### config.mk
export PLATFORM = sky130hd
export DESIGN_NAME = rv32im_bus_arbiter
export DESIGN_NICKNAME = d
export VERILOG_FILES = /design/src/rtl/rv32im_bus_pkg.sv /design/src/rtl/rv32im_rr_picker.sv /design/src/rtl/rv32im_bus_arbiter.sv
export SDC_FILE = /design/constraint.sdc
export NUM_CORES = 1
export LEC_CHECK = 0
export CAP_MARGIN = 20
export CORE_AREA = 4 4 109 111
export CTS_CLUSTER_SIZE = 20
export DETAILED_ROUTE_END_ITERATION = 10
export DIE_AREA = 0 0 113 115
export DONT_BUFFER_PORTS = 1
export PLACE_DENSITY_LB_ADDON = 0.12
export RECOVER_POWER = 100
export SETUP_SLACK_MARGIN = 0.1
export SYNTH_ARGS = -nofsm -noshare
export SYNTH_HDL_FRONTEND = slang
export SYNTH_SLANG_ARGS = --single-unit
### constraint.sdc
create_clock -name clk_i -period 1.35 [get_ports clk_i]
set_input_delay 0.0675 -clock clk_i [delete_from_list [all_inputs] [get_ports clk_i]]
set_output_delay 0.0675 -clock clk_i [all_outputs]
set_load 0.02 [all_outputs]
### src/rtl/rv32im_bus_pkg.sv
// Shared types and helpers for the rv32im Wishbone bus arbiter.
package rv32im_bus_pkg;

  typedef enum logic [1:0] {
    ST_IDLE    = 2'd0,
    ST_OWNED   = 2'd1,
    ST_RELEASE = 2'd2
  } arb_state_e;

  localparam int unsigned XLEN_DEF = 32;
  localparam int unsigned WB_ADR_W = XLEN_DEF - 2;
  localparam int unsigned WD_CNT_W = 16;

  // Bit offset of master k's field inside a flattened per-master vector.
  function automatic int unsigned slice(input int unsigned k, input int unsigned w);
    return k * w;
  endfunction

endpackage

### src/rtl/rv32im_rr_picker.sv
// Combinational round-robin selector: first active requester at or after ptr_i.
module rv32im_rr_picker #(
  parameter int unsigned NUM_MASTERS = 2,
  parameter int unsigned PTR_W       = 1
) (
  input  logic [NUM_MASTERS-1:0] active_i,
  input  logic [PTR_W-1:0]       ptr_i,
  output logic [NUM_MASTERS-1:0] pick_o,
  output logic                   valid_o
);

  logic found;

  always_comb begin
    pick_o = '0;
    found  = 1'b0;
    for (int unsigned i = 0; i < NUM_MASTERS; i++) begin
      for (int unsigned k = 0; k < NUM_MASTERS; k++) begin
        if (!found && active_i[k] && (k == (32'(ptr_i) + i) % NUM_MASTERS)) begin
          pick_o[k] = 1'b1;
          found     = 1'b1;
        end
      end
    end
  end

  assign valid_o = |active_i;

endmodule

### src/rtl/rv32im_bus_arbiter.sv
// Round-robin Wishbone classic arbiter for the rv32im core masters, with a
// stall watchdog that synthesizes err for hung cycles.
module rv32im_bus_arbiter
  import rv32im_bus_pkg::*;
#(
  parameter int unsigned XLEN           = XLEN_DEF,
  parameter int unsigned NUM_MASTERS    = 2,
  parameter int unsigned TIMEOUT_CYCLES = 255
) (
  input  logic                            clk_i,
  input  logic                            reset_i,
  input  logic [NUM_MASTERS-1:0]          req_i,
  output logic [NUM_MASTERS-1:0]          grant_o,
  input  logic [NUM_MASTERS*(XLEN-2)-1:0] m_adr_i,
  input  logic [NUM_MASTERS*XLEN-1:0]     m_dat_i,
  input  logic [NUM_MASTERS*4-1:0]        m_sel_i,
  input  logic [NUM_MASTERS-1:0]          m_we_i,
  input  logic [NUM_MASTERS-1:0]          m_stb_i,
  input  logic [NUM_MASTERS-1:0]          m_cyc_i,
  output logic [NUM_MASTERS-1:0]          m_ack_o,
  output logic [NUM_MASTERS-1:0]          m_err_o,
  output logic [XLEN-1:0]                 m_dat_o,
  output logic [XLEN-3:0]                 s_adr_o,
  output logic [XLEN-1:0]                 s_dat_o,
  output logic [3:0]                      s_sel_o,
  output logic                            s_we_o,
  output logic                            s_stb_o,
  output logic                            s_cyc_o,
  input  logic [XLEN-1:0]                 s_dat_i,
  input  logic                            s_ack_i,
  input  logic                            s_err_i,
  output logic                            timeout_o
);

  localparam int unsigned ADR_W = XLEN - 2;
  localparam int unsigned PTR_W = (NUM_MASTERS > 2) ? 2 : 1;

  arb_state_e              state_q, state_d;
  logic [NUM_MASTERS-1:0]  grant_q, grant_d;
  logic [PTR_W-1:0]        owner_q, owner_d;
  logic [PTR_W-1:0]        rr_ptr_q, rr_ptr_d;
  logic [WD_CNT_W-1:0]     wd_cnt_q, wd_cnt_d;

  logic [NUM_MASTERS-1:0]  active;
  logic [NUM_MASTERS-1:0]  pick;
  logic                    pick_valid;
  logic                    owner_active;
  logic                    stalled;
  logic                    wd_fire;

  assign active       = req_i | m_cyc_i;
  assign owner_active = active[owner_q];

  rv32im_rr_picker #(
    .NUM_MASTERS (NUM_MASTERS),
    .PTR_W       (PTR_W)
  ) u_picker (
    .active_i (active),
    .ptr_i    (rr_ptr_q),
    .pick_o   (pick),
    .valid_o  (pick_valid)
  );

  // Slave-side mux; everything stays zero unless a grant is held.
  always_comb begin
    s_adr_o = '0;
    s_dat_o = '0;
    s_sel_o = '0;
    s_we_o  = 1'b0;
    s_stb_o = 1'b0;
    s_cyc_o = 1'b0;
    for (int unsigned k = 0; k < NUM_MASTERS; k++) begin
      if (grant_q[k]) begin
        s_adr_o = m_adr_i[slice(k, ADR_W) +: ADR_W];
        s_dat_o = m_dat_i[slice(k, XLEN) +: XLEN];
        s_sel_o = m_sel_i[slice(k, 4) +: 4];
        s_we_o  = m_we_i[k];
        s_stb_o = m_stb_i[k];
        s_cyc_o = m_cyc_i[k];
      end
    end
  end

  // A same-cycle ack or err always beats the watchdog.
  assign stalled  = s_stb_o & ~s_ack_i & ~s_err_i;
  assign wd_fire  = stalled & (wd_cnt_q == WD_CNT_W'(TIMEOUT_CYCLES));
  assign wd_cnt_d = (stalled && !wd_fire) ? wd_cnt_q + WD_CNT_W'(1) : '0;

  always_comb begin
    m_ack_o = '0;
    m_err_o = '0;
    for (int unsigned k = 0; k < NUM_MASTERS; k++) begin
      if (grant_q[k]) begin
        m_ack_o[k] = s_ack_i;
        m_err_o[k] = s_err_i | wd_fire;
      end
    end
  end

  assign m_dat_o   = s_dat_i;
  assign timeout_o = wd_fire;
  assign grant_o   = grant_q;

  always_comb begin
    state_d  = state_q;
    grant_d  = grant_q;
    owner_d  = owner_q;
    rr_ptr_d = rr_ptr_q;
    unique case (state_q)
      ST_IDLE: begin
        if (pick_valid) begin
          state_d = ST_OWNED;
          grant_d = pick;
          for (int unsigned k = 0; k < NUM_MASTERS; k++) begin
            if (pick[k]) owner_d = PTR_W'(k);
          end
        end
      end
      ST_OWNED: begin
        if (!owner_active) begin
          state_d  = ST_RELEASE;
          grant_d  = '0;
          rr_ptr_d = (owner_q == PTR_W'(NUM_MASTERS - 1)) ? '0 : owner_q + PTR_W'(1);
        end
      end
      ST_RELEASE: state_d = ST_IDLE;
      default: begin
        state_d = ST_IDLE;
        grant_d = '0;
      end
    endcase
  end

  always_ff @(posedge clk_i or posedge reset_i) begin
    if (reset_i) begin
      state_q  <= ST_IDLE;
      grant_q  <= '0;
      owner_q  <= '0;
      rr_ptr_q <= '0;
      wd_cnt_q <= '0;
    end else begin
      state_q  <= state_d;
      grant_q  <= grant_d;
      owner_q  <= owner_d;
      rr_ptr_q <= rr_ptr_d;
      wd_cnt_q <= wd_cnt_d;
    end
  end

  a_grant_onehot0: assert property (@(posedge clk_i) disable iff (reset_i) $onehot0(grant_q));

endmodule

Yosys cells after proc, flatten, opt, wreduce, memory -nomap -nowiden
Index checks and enable logic that the tools add are counted.

Order comparisons: 1. Add/sub/neg operators: 3. Bitwise operators: 9. Reductions and logical operators: 21. Eq/ne operators: 5. Muxes and demuxes: 34.

Operators by type and width (number): $logic_not A32 Y1 (2); $mux W32 (2); $mux W30 (2); $mux W1 (21); $add A16 B1 Y16 const B (1); $eq A16 B8 Y1 const B (1); $mux W16 (1); $logic_and A1 B1 Y1 (8); $mux W2 (4); $mux W4 (2); $pmux W2 S3 (1); $reduce_and A3 Y1 (2); $logic_not A1 Y1 (4); $ne A2 B2 Y1 const B (2); $not A1 Y1 (4); $pmux W2 S2 (1); $reduce_and A2 Y1 (2); $and A1 B1 Y1 (3); $add A1 B1 Y1 const B (2); $eq A2 B1 Y1 const B (1); $eq A2 B2 Y1 const B (1); $logic_not A2 Y1 (1); $lt A1 B2 Y1 const B (1); $or A2 B2 Y2 (1); other kinds (3) (3).

Output and inout port bits: 108. Word-level logic and storage cells: 78. Register bits: 22.

Depth between registers and ports, before layout
Gate-level depths: netlist of run 1.

Depth in word-level cells: 17. Mapped depth: 7. Depth with buffers taken out: 5.

Modules after synthesis
From an unflattened synthesis of run 1, not the netlist that was laid out.

Cells, all modules: 243. Area total of the unflattened synthesis: 2077.0 µm².

By module, submodules not included: rv32im_bus_arbiter (area each 2052.0 µm², cells an instance 239, sequential area each 550.5 µm², times used 1); rv32im_rr_picker (area each 25.0 µm², cells an instance 4, sequential area each 0.0 µm², times used 1).

Least setup slack after synthesis of run 1
Ideal clock, no wire load.

Path type: register -> output. From: register grant_q[1] (netlist: grant_o[1]). To: output port m_err_o[0]. Stages on the path, launching flop included: 5. Arrival time: 1468 ps. Data required time: 1283 ps. Buffers on the path: 0. Path slack: -186 ps. Path through: dfrtp_1 > nand3b_1 > a211o_1 > o21ba_2 > nor2b_2.

Cells in the longest elaborated chain, start to end: 6.

Ends and longest elaborated chain: start, declared (line rv32im_bus_arbiter.sv:39) `logic [NUM_MASTERS-1:0] grant_q, grant_d;`; start signal, assigned (line rv32im_bus_arbiter.sv:143) `grant_q <= grant_d;`; $mux W1 (line rv32im_bus_arbiter.sv:73) `if (grant_q[k]) begin`; $and A1 B1 Y1 (2 in series) (line rv32im_bus_arbiter.sv:85) `assign stalled = s_stb_o & ~s_ack_i & ~s_err_i;`; $and A1 B1 Y1 (line rv32im_bus_arbiter.sv:86) `assign wd_fire = stalled & (wd_cnt_q == WD_CNT_W'(TIMEOUT_CYCLES));`; $or A1 B1 Y1 (line rv32im_bus_arbiter.sv:95) `m_err_o[k] = s_err_i | wd_fire;`; $mux W1 (line rv32im_bus_arbiter.sv:93) `if (grant_q[k]) begin`; end, declared (line rv32im_bus_arbiter.sv:21) `output logic [NUM_MASTERS-1:0] m_err_o,`.

Every way passes these cells.

Worst setup path after layout of run 1
Ends and elaborated chain as after synthesis.

==> flow_metrics.py, run 1 <==
metrics = {
    "global_routing": {
        "grt_pass1_vias": 2072,
        "antenna_found_initial": 0,
        "grt_max_degree": 50,
        "grt_pass1_wl_mm": 14.1,
        "grtUsageTotal_pct": 14.6,
        "grt_remaining_overflow": 0,
    },
    "placement": {
        "placed_area_um2": 2680,
        "dpl.hpwl_mm": 8.50,
        "numPortBuffers": 0,
        "routabilityCongestion": 0.723,
    },
    "setup_path": {
        "crit_chain": "nand3b_1, a211o_1, o21ba_4, nor2b_4",
        "startpoint": "grant_o[1]",
        "cp-end-kind": "primary output",
        "cp.required_ns": 1.28,
        "crit_path_start_kind": "flip-flop",
        "critPathBufInv": 0,
        "critPathMaxStageDelay_ns": 0.49,
        "crit_family": "compound AO/OA/AOI/OAI gates",
        "rr_startpoint": "grant_o[1]",
        "critPathKind": "reg -> out",
        "path_max_fanout": 3,
        "critPathSlowestCell": "dfrtp_4",
        "worstPathArrival_ns": 1.71,
    },
    "timing": {
        "layout_min_cycle_time_ns": 1.77,
        "skew_ns": 0.00140,
        "rsz0062_at_grt": "true",
        "fmax_mhz": 564,
        "final-hold-violation-count": 0,
        "drv_slew": 0,
        "setup_viol": 88,
        "worst_slack_ns": -0.423,
        "post-route-period-util_pct": 131,
        "maxSlewHeadroom_pct": 72.2,
        "tightest_slew_ns": 0.418,
    },
    "synthesis": {
        "syn_area_um2": 2090,
        "yosys.cell_types.count": 37,
        "yosysTopAreaCellShare_pct": 28.1,
        "synth_common_cells": "67 x a22o_1, 36 x buf_4, 22 x dfrtp_1",
        "ys_ff_latch": 22,
        "async_reset_ff_share_pct": 100,
        "synthCells": 237,
        "ys.flop_type": "dfrtp_1",
        "synth_nets": 414,
        "synth_most_common_cell": "a22o_1",
        "ys_top_cells_by_area": "a22o_1 28%, dfrtp_1 26%, buf_4 13%",
        "yosysTopAreaCell": "a22o_1",
        "synth_edf_count": 0,
        "yosysSeqAreaShare_pct": 26.3,
        "syn_avg_cell_area_um2": 8.82,
        "yosysWarnings": 0,
    },
    "clock_network": {
        "insertion_delay_ns": 0.26,
        "numCtsBuffers": 3,
        "clk_path_buf_depth": 2,
        "cts_tree": "built",
        "path_clk_slew_ns": 0.08,
        "cts_sinks": 22,
        "cts_root_buf": "clkbuf_8",
        "htreeDepth": 1,
    },
    "cells_and_area": {
        "fin_nets": 444,
        "design_area_um2": 3520,
        "areaGrowthSynthToFinish_pct": 68.4,
        "diodes": 0,
        "nFillCells": 1100,
        "multiInputGateArea_um2": 1840,
        "drive_above_1_share_pct": 61.7,
        "seq_area_um2": 556,
    },
    "die": {
        "core_um2": 10800,
        "start_util_pct": 19.4,
        "ios": 284,
        "die_height_um": 115,
        "die_w_um": 113,
        "dieArea_um2": 13000,
        "row_count": 38,
    },
    "flow_run": {
        "max_cap_viol_count": 0,
    },
    "drt": {
        "first_iter_violations": 70,
        "dr.pass1.iters": 4,
        "num_vias": 2053,
        "drc": 0,
        "drtAntennaViolNets": 0,
        "viasPerCell": 5.06,
        "drt-total-wl_mm": 11.1,
        "avgRoutedWirePerCell_um": 27.3,
    },
    "pwr": {
        "power_leakage_nw": 1.52,
        "power_density_nw_per_um2": 1920,
        "peakVddDrop_mv": 0.959,
        "power_mw": 6.77,
    },
    "run_status": {
        "violations": "negative setup slack",
        "status": "complete, but fails checks",
    },
    "min_path": {
        "hold_class": "in -> reg",
        "worstHoldStart": "s_err_i",
    },
}
power breakdown:
| part | leakage, nW | switching (mW) | internal (mW) |
|---|---|---|---|
| Combinational | 1.21 | 2.89 | 2.60 |
| Sequential | 0.292 | 0.0866 | 0.754 |
| Clock | 0.0228 | 0.224 | 0.211 |
| Total | 1.52 | 3.20 | 3.56 |
flip-flops by register name, summed over array words and instances, names as in the netlist:
register  count
state_q       2
owner_q       1
rr_ptr_q      1
wd_cnt_q     16
grant_o       2
metal layers:
metal / GRT usage (%) / share of wire [%] / wire length, um
met1: 18.7 / 40 / 4460
met2: 23.0 / 49 / 5440
met3: 6.26 / 9.9 / 1090
met4: 2.80 / 0.79 / 87
met5: 0 / 0 / 0
cell families after synthesis:
logic type / after synthesis / synth area share (%)
AO/OA/AOI/OAI: 80 / 32.9
XOR/XNOR: 14 / 5.87
adder cells (fa/ha/maj): 1 / 0.599
buffers and inverters: 54 / 16.8
flip-flops: 22 / 26.3
AND/OR/NAND/NOR: 66 / 17.5
final cells by class:
type                            instances  share of cell area, %
Multi-Input combinational cell        161                   52.3
Timing Repair Buffer                   74                   25.1
Inverter                                5                  0.533
Tap cell                              140                   4.98
Sequential cell                        22                   15.8
Clock buffer                            4                   1.28
path summary, 6_finish.rpt:
path	end	slack [ns]	cells after the start
max	m_err_o[0]	-0.42	4
min in group asynchronous	grant_o[1]	0.17	2
min reg2reg	rr_ptr_q	0.56	2
min	wd_cnt_q[1]	0.02	2
max reg2reg	wd_cnt_q[11]	-0.19	6
max in group asynchronous	wd_cnt_q[14]	0.50	3
per-stage QoR:
step	setup TNS, ns	hold WS, ns	setup WS [ns]	util (%)	cells
2_1_floorplan	-0.856	0.0566	-0.119	-	237
3_3_place_gp	-3.44	-0.0916	-0.173	24.8	375
3_5_place_dp	-3.84	-0.0899	-0.178	24.8	375
4_1_cts	-24.83	0.00166	-0.423	29.5	395
5_1_grt	-29.64	0.00653	-0.500	32.6	406
6_report	-23.54	0.0212	-0.423	32.6	406
what timing repair did:
action,4_1_cts,5_1_grt
setup buffers,9,5
hold buffers,4,0
resized for setup,60,36
pin swaps,4,11
endpoints found under the setup margin,88,89
cloned,3,6
endpoints found under the hold margin,24,0
layout by cell type (no fill, tap or decap), types with 4 or more instances in the layout:
master,n
nor4_1,4
nand2_1,10
inv_1,5
a22o_4,64
nand4_1,5
xnor2_1,9
buf_16,4
xor2_1,5
clkbuf_16,5
buf_6,17
nand3_1,4
buf_4,35
buf_12,6
nor2_1,16
dfrtp_1,20
dlygate4sd3_1,4
nor2_2,6
worst reg2reg max path, cell delays in order, from the launching register on:
cell       delay (ns)
dfrtp_4          0.49
nand3b_1         0.18
buf_4            0.16
a211oi_4         0.26
nand2_4          0.11
clkbuf_16        0.18
nor2_2           0.10
No activity file was read; power rests on OpenSTA's default activity.
==> run 2, diff against run 1 <==
CORE_AREA = 4 4 108 110   (was 4 4 109 111)
DIE_AREA = 0 0 112 114   (was 0 0 113 115)
==> flow_metrics.py, run 2 (synthesized netlist as in run 1, its figures left out) <==
metrics = {
    "run_status": {
        "status": "complete, but fails checks",
        "violations": "negative setup slack",
    },
    "cells_and_area": {
        "final_common_cell": "a22o_4",
        "final_cell_mix": "66 x a22o_4, 29 x buf_4, 25 x buf_12",
        "regMostFlops": "wd_cnt_q",
        "largest_reg_flops": 16,
        "fin_nets": 454,
        "areaGrowthSynthToFinish_pct": 81.4,
        "drive_above_1_share_pct": 66.3,
        "layout.cells.non_filler": 416,
        "diodes": 0,
    },
    "die": {
        "dieArea_um2": 12800,
        "core_um2": 10700,
        "die_w_um": 112,
        "row_count": 38,
        "die_height_um": 114,
        "start_util_pct": 19.5,
        "ios": 284,
    },
    "timing": {
        "maxSlewHeadroom_pct": 61.2,
        "rsz0062_at_grt": "true",
        "drv_slew": 0,
        "final-hold-violation-count": 0,
        "tightest_slew_ns": 0.582,
        "skew_ns": 0.00778,
        "post-route-period-util_pct": 132,
        "holdWs_ns": 0.0479,
        "layout_min_cycle_time_ns": 1.78,
        "fmax_mhz": 561,
        "worst_slack_ns": -0.434,
        "setup_viol": 88,
    },
    "drt": {
        "drt-total-wl_mm": 12.5,
        "drc": 0,
        "drtAntennaViolNets": 0,
        "num_vias": 2125,
        "viasPerCell": 5.11,
        "dr.pass1.iters": 4,
        "first_iter_violations": 90,
        "avgRoutedWirePerCell_um": 30.1,
    },
    "placement": {
        "placed_cells": 390,
        "numPortBuffers": 0,
        "routabilityCongestion": 0.781,
        "dpl.hpwl_mm": 9.70,
    },
    "setup_path": {
        "rrSetupSlack_ns": -0.22,
        "cp-end-kind": "primary output",
        "r2r_end": "wd_cnt_q[12]",
        "cp.required_ns": 1.28,
        "critPathKind": "reg -> out",
        "startpoint": "grant_o[1]",
        "worstPathArrival_ns": 1.72,
        "rr_startpoint": "grant_o[1]",
        "worst_r2r_path_depth": 6,
        "crit_path_start_kind": "flip-flop",
        "path_max_fanout": 5,
    },
    "pwr": {
        "peakVddDrop_mv": 1.05,
        "pwr-share-clk_pct": 6.2,
        "power_leakage_nw": 1.63,
        "power_mw": 7.77,
        "comb_power_share_pct": 82.9,
        "power.internal_mw": 4.22,
        "p_sw_mw": 3.55,
        "switching_share_pct": 45.7,
        "power_density_nw_per_um2": 2050,
        "p_seq_share_pct": 10.9,
    },
    "clock_network": {
        "htreeDepth": 1,
        "path_clk_slew_ns": 0.09,
        "cts_sinks": 22,
        "numCtsBuffers": 3,
        "cts_root_buf": "clkbuf_8",
        "cts_tree": "built",
        "clk_path_buf_depth": 2,
        "insertion_delay_ns": 0.27,
    },
    "min_path": {
        "hold_end": "grant_o[0]",
        "hold_depth": 2,
        "hold_class": "in -> reg",
        "worstHoldStart": "req_i[1]",
    },
    "global_routing": {
        "grt_remaining_overflow": 0,
        "grt_pass1_vias": 2121,
        "use_met2_pct": 30.5,
        "grt_pass1_wl_mm": 15.0,
        "met1_usage_pct": 18.2,
        "busiest_layer": "met2",
        "grt_max_degree": 47,
        "antenna_found_initial": 0,
        "grtUsageTotal_pct": 16.1,
        "grt_use_met3_pct": 3.87,
    },
    "flow_run": {
        "max_cap_viol_count": 0,
    },
}
==> run 2: per-stage QoR <==
stage / TNS [ns] / worst slack, ns / cell area, um2 / util, %
4_1_cts: -25.89 / -0.414 / 3200 / 29.9
2_1_floorplan: -0.856 / -0.119 / 2450 / -
5_1_grt: -31.65 / -0.493 / 3790 / 35.4
3_3_place_gp: -3.88 / -0.156 / 2960 / 27.7
3_5_place_dp: -4.95 / -0.172 / 2960 / 27.7
6_report: -26.48 / -0.434 / 3790 / 35.4
==> run 2: worst max path at each step <==
| stage | to | slack, ns | cells past startpoint |
|---|---|---|---|
| after global placement | s_dat_o[6] | -0.16 | 5 |
| after CTS | m_err_o[1] | -0.41 | 5 |
| after global routing | s_adr_o[19] | -0.49 | 7 |
| final | s_adr_o[19] | -0.43 | 7 |
| after floorplan | m_err_o[0] | -0.12 | 6 |
| after detailed placement | m_err_o[1] | -0.17 | 4 |
==> run 2: power groups by stage <==
stage | Combinational, mW | Sequential (mW) | Clock [mW]
after global routing | 6.69 | 0.854 | 0.537
final | 6.45 | 0.844 | 0.485
after floorplan | 3.31 | 0.860 | 0
after detailed placement | 5.10 | 0.850 | 0
after CTS | 5.41 | 0.839 | 0.505
after global placement | 5.10 | 0.850 | 0
==> run 2: what timing repair did <==
item / CTS / global route
setup buffers: 1 / 12
pin swaps: 2 / 17
hold buffers: 3 / 0
cloned: 0 / 7
gates resized for setup: 35 / 75
endpoints found under the setup margin: 89 / 91
endpoints found under the hold margin: 23 / 0
==> run 2: per-layer routing <==
metal,share of wire [%],vias to the layer above
li1,-,939
met1,36,1055
met2,57,117
met3,5.9,14
met4,1.6,0
met5,0,-
==> run 2: area by class of cell <==
| cell class | count | area, um2 |
|---|---|---|
| Tap cell | 140 | 175 |
| Multi-Input combinational cell | 161 | 1870 |
| Inverter | 5 | 18.8 |
| Timing Repair Buffer | 84 | 1110 |
| Clock buffer | 4 | 55.1 |
| Fill cell | 1079 | 6910 |
| Sequential cell | 22 | 556 |
==> run 2: critical path: stages (launching register included) <==
cell	delay, ns
dfrtp_4	0.49
buf_6	0.14
nor2b_4	0.18
buf_12	0.15
buf_12	0.13
buf_6	0.09
buf_6	0.11
a22o_4	0.15
==> run 3, diff against run 2 <==
ABC_AREA = 1   (was default)
CORE_AREA = 4 4 109 111   (was 4 4 108 110)
DIE_AREA = 0 0 113 115   (was 0 0 112 114)
==> flow_metrics.py, run 3 <==
metrics = {
    "cells_and_area": {
        "regMostFlops": "wd_cnt_q",
        "diodes": 0,
        "drive_above_1_share_pct": 60.0,
        "final_cell_mix": "88 x nand2_4, 77 x nand2_1, 42 x nand3_4",
        "final_common_cell": "nand2_4",
        "fin_nets": 626,
        "final_util_pct": 45.6,
        "areaGrowthSynthToFinish_pct": 103,
        "layout.cells.non_filler": 588,
        "largest_reg_flops": 16,
        "design_area_um2": 4920,
    },
    "clock_network": {
        "clk_path_buf_depth": 2,
        "cts_root_buf": "clkbuf_8",
        "cts_sinks": 22,
        "cts_tree": "built",
        "htreeDepth": 1,
        "insertion_delay_ns": 0.26,
        "numCtsBuffers": 3,
        "path_clk_slew_ns": 0.09,
    },
    "synthesis": {
        "synth_edf_count": 0,
        "synth_nets": 608,
        "yosysTopAreaCell": "nand2_1",
        "ys.flop_type": "dfrtp_1",
        "yosysWarnings": 0,
        "syn_area_um2": 2430,
        "async_reset_ff_share_pct": 100,
        "ys_ff_latch": 22,
        "synth_common_cells": "182 x nand2_1, 79 x nand3_1, 38 x nor2_1",
        "yosysTopAreaCellShare_pct": 28.1,
        "yosys.cell_types.count": 25,
        "synth_most_common_cell": "nand2_1",
        "syn_avg_cell_area_um2": 5.63,
        "ys_top_cells_by_area": "nand2_1 28%, dfrtp_1 23%, nand3_1 16%",
        "synthCells": 431,
        "yosysSeqAreaShare_pct": 22.7,
    },
    "die": {
        "ios": 284,
        "die_w_um": 113,
        "start_util_pct": 22.5,
        "core_um2": 10800,
        "dieArea_um2": 13000,
        "row_count": 38,
        "die_height_um": 115,
    },
    "drt": {
        "drc": 0,
        "drtAntennaViolNets": 0,
        "dr.pass1.iters": 4,
        "avgRoutedWirePerCell_um": 25.9,
        "drt-total-wl_mm": 15.2,
        "num_vias": 2963,
        "viasPerCell": 5.04,
        "first_iter_violations": 143,
    },
    "setup_path": {
        "critPathSlowestCell": "dfrtp_1",
        "crit_chain": "ha_2, nand2_2, inv_2, nand2_4, nor2_4, nand3_4, a21boi_4",
        "critPathKind": "reg -> out",
        "path_max_fanout": 3,
        "crit_path_start_kind": "flip-flop",
        "critPathMaxStageDelay_ns": 0.36,
        "cp-end-kind": "primary output",
        "cp.required_ns": 1.28,
        "worstPathArrival_ns": 1.52,
    },
    "timing": {
        "holdWs_ns": 0.122,
        "skew_ns": 0.00495,
        "setup_viol": 87,
        "post-route-period-util_pct": 118,
        "drv_slew": 0,
        "layout_min_cycle_time_ns": 1.59,
        "fmax_mhz": 630,
        "tightest_slew_ns": 0.591,
        "maxSlewHeadroom_pct": 60.6,
        "rsz0062_at_grt": "true",
        "worst_slack_ns": -0.238,
        "final-hold-violation-count": 0,
    },
    "placement": {
        "dpl.hpwl_mm": 10.0,
        "placed_area_um2": 2530,
        "numPortBuffers": 0,
        "routabilityCongestion": 0.867,
        "placed_cells": 538,
    },
    "pwr": {
        "p_sw_mw": 5.14,
        "power_leakage_nw": 2.08,
        "power_density_nw_per_um2": 1940,
        "switching_share_pct": 53.8,
        "p_seq_share_pct": 8.6,
        "pwr-share-clk_pct": 4.6,
        "power_mw": 9.54,
        "power.internal_mw": 4.40,
        "peakVddDrop_mv": 0.831,
        "comb_power_share_pct": 86.8,
    },
    "flow_run": {
        "max_cap_viol_count": 0,
    },
    "global_routing": {
        "grt_pass1_vias": 3001,
        "grt_max_degree": 23,
        "grt_remaining_overflow": 0,
        "grtUsageTotal_pct": 22.2,
        "grt_pass1_wl_mm": 21.3,
        "antenna_found_initial": 0,
    },
    "run_status": {
        "violations": "negative setup slack",
        "status": "complete, but fails checks",
    },
    "min_path": {
        "hold_class": "in -> reg",
    },
}
## run 3: critical path: cells and delay by family (launching register included)
family,cells,cell delay (ns)
compound gates,1,0.26
flops,1,0.36
buf+inv,1,0.08
fa+ha+maj,1,0.19
simple gates,4,0.36
## run 3: repair_timing
item	in CTS	in global routing
setup buffers	20	5
pin swaps	67	41
hold buffers	1	0
gates cloned	21	0
endpoints found under the hold margin	22	0
resized for setup	339	13
setup endpoints to repair	88	91
## run 3: final cells by class
cell class                 instances  area (um2)
inverter                          23        96.3
timing repair buffer              69        1180
clock buffer                       4        45.0
multi-input combinational        330        2880
fill                             969        5870
tap                              140         175
sequential                        22         553
## run 3: kinds of logic after synthesis
family                     Yosys count  synth area share (%)
xor gates and xnor gates             4                  1.44
buffers and inverters               79                  17.9
AOI/OAI and AO/OA                   10                  2.53
DFF                                 22                  22.7
and+or+nand+nor                    315                  54.9
adders and majority gates            1                 0.515
## run 3: path summary, 6_finish.rpt
kind / cells after the start / from / slack, ns / end
max: 7 / wd_cnt_q[0] / -0.24 / m_err_o[0]
min: 4 / s_err_i / 0.12 / wd_cnt_q[13]
max reg2reg: 10 / wd_cnt_q[0] / -0.15 / wd_cnt_q[2]
min reg2reg: 2 / rr_ptr_q / 0.51 / rr_ptr_q
max in group asynchronous: 3 / reset_i / 0.54 / grant_o[0]
min in group asynchronous: 3 / reset_i / 0.39 / wd_cnt_q[11]
## run 3: per-stage QoR
step	setup TNS [ns]	setup slack (ns)
CTS	-9.18	-0.249
global route	-16.09	-0.328
detailed placement	-0.0599	-0.0160
global placement	0	0.00951
finish	-9.58	-0.238
floorplan	0	0.00515
## run 3: metal layers
metal / routed length, um / track usage (%) / vias up / part of all wire [%]
li1: - / - / 1380 / -
met1: 5440 / 26.5 / 1399 / 36
met2: 7310 / 35.7 / 176 / 48
met3: 2380 / 13.6 / 8 / 16
met4: 85 / 2.00 / 0 / 0.56
met5: 0 / 0 / - / 0
## run 3: power groups by stage
stage               logic, mW  clock network (mW)  registers [mW]
floorplan                2.85                   0           0.834
global placement         3.59                   0           0.831
detailed placement       3.61                   0           0.832
CTS                      8.18               0.457           0.830
global route             8.68               0.478           0.835
finish                   8.28               0.439           0.822
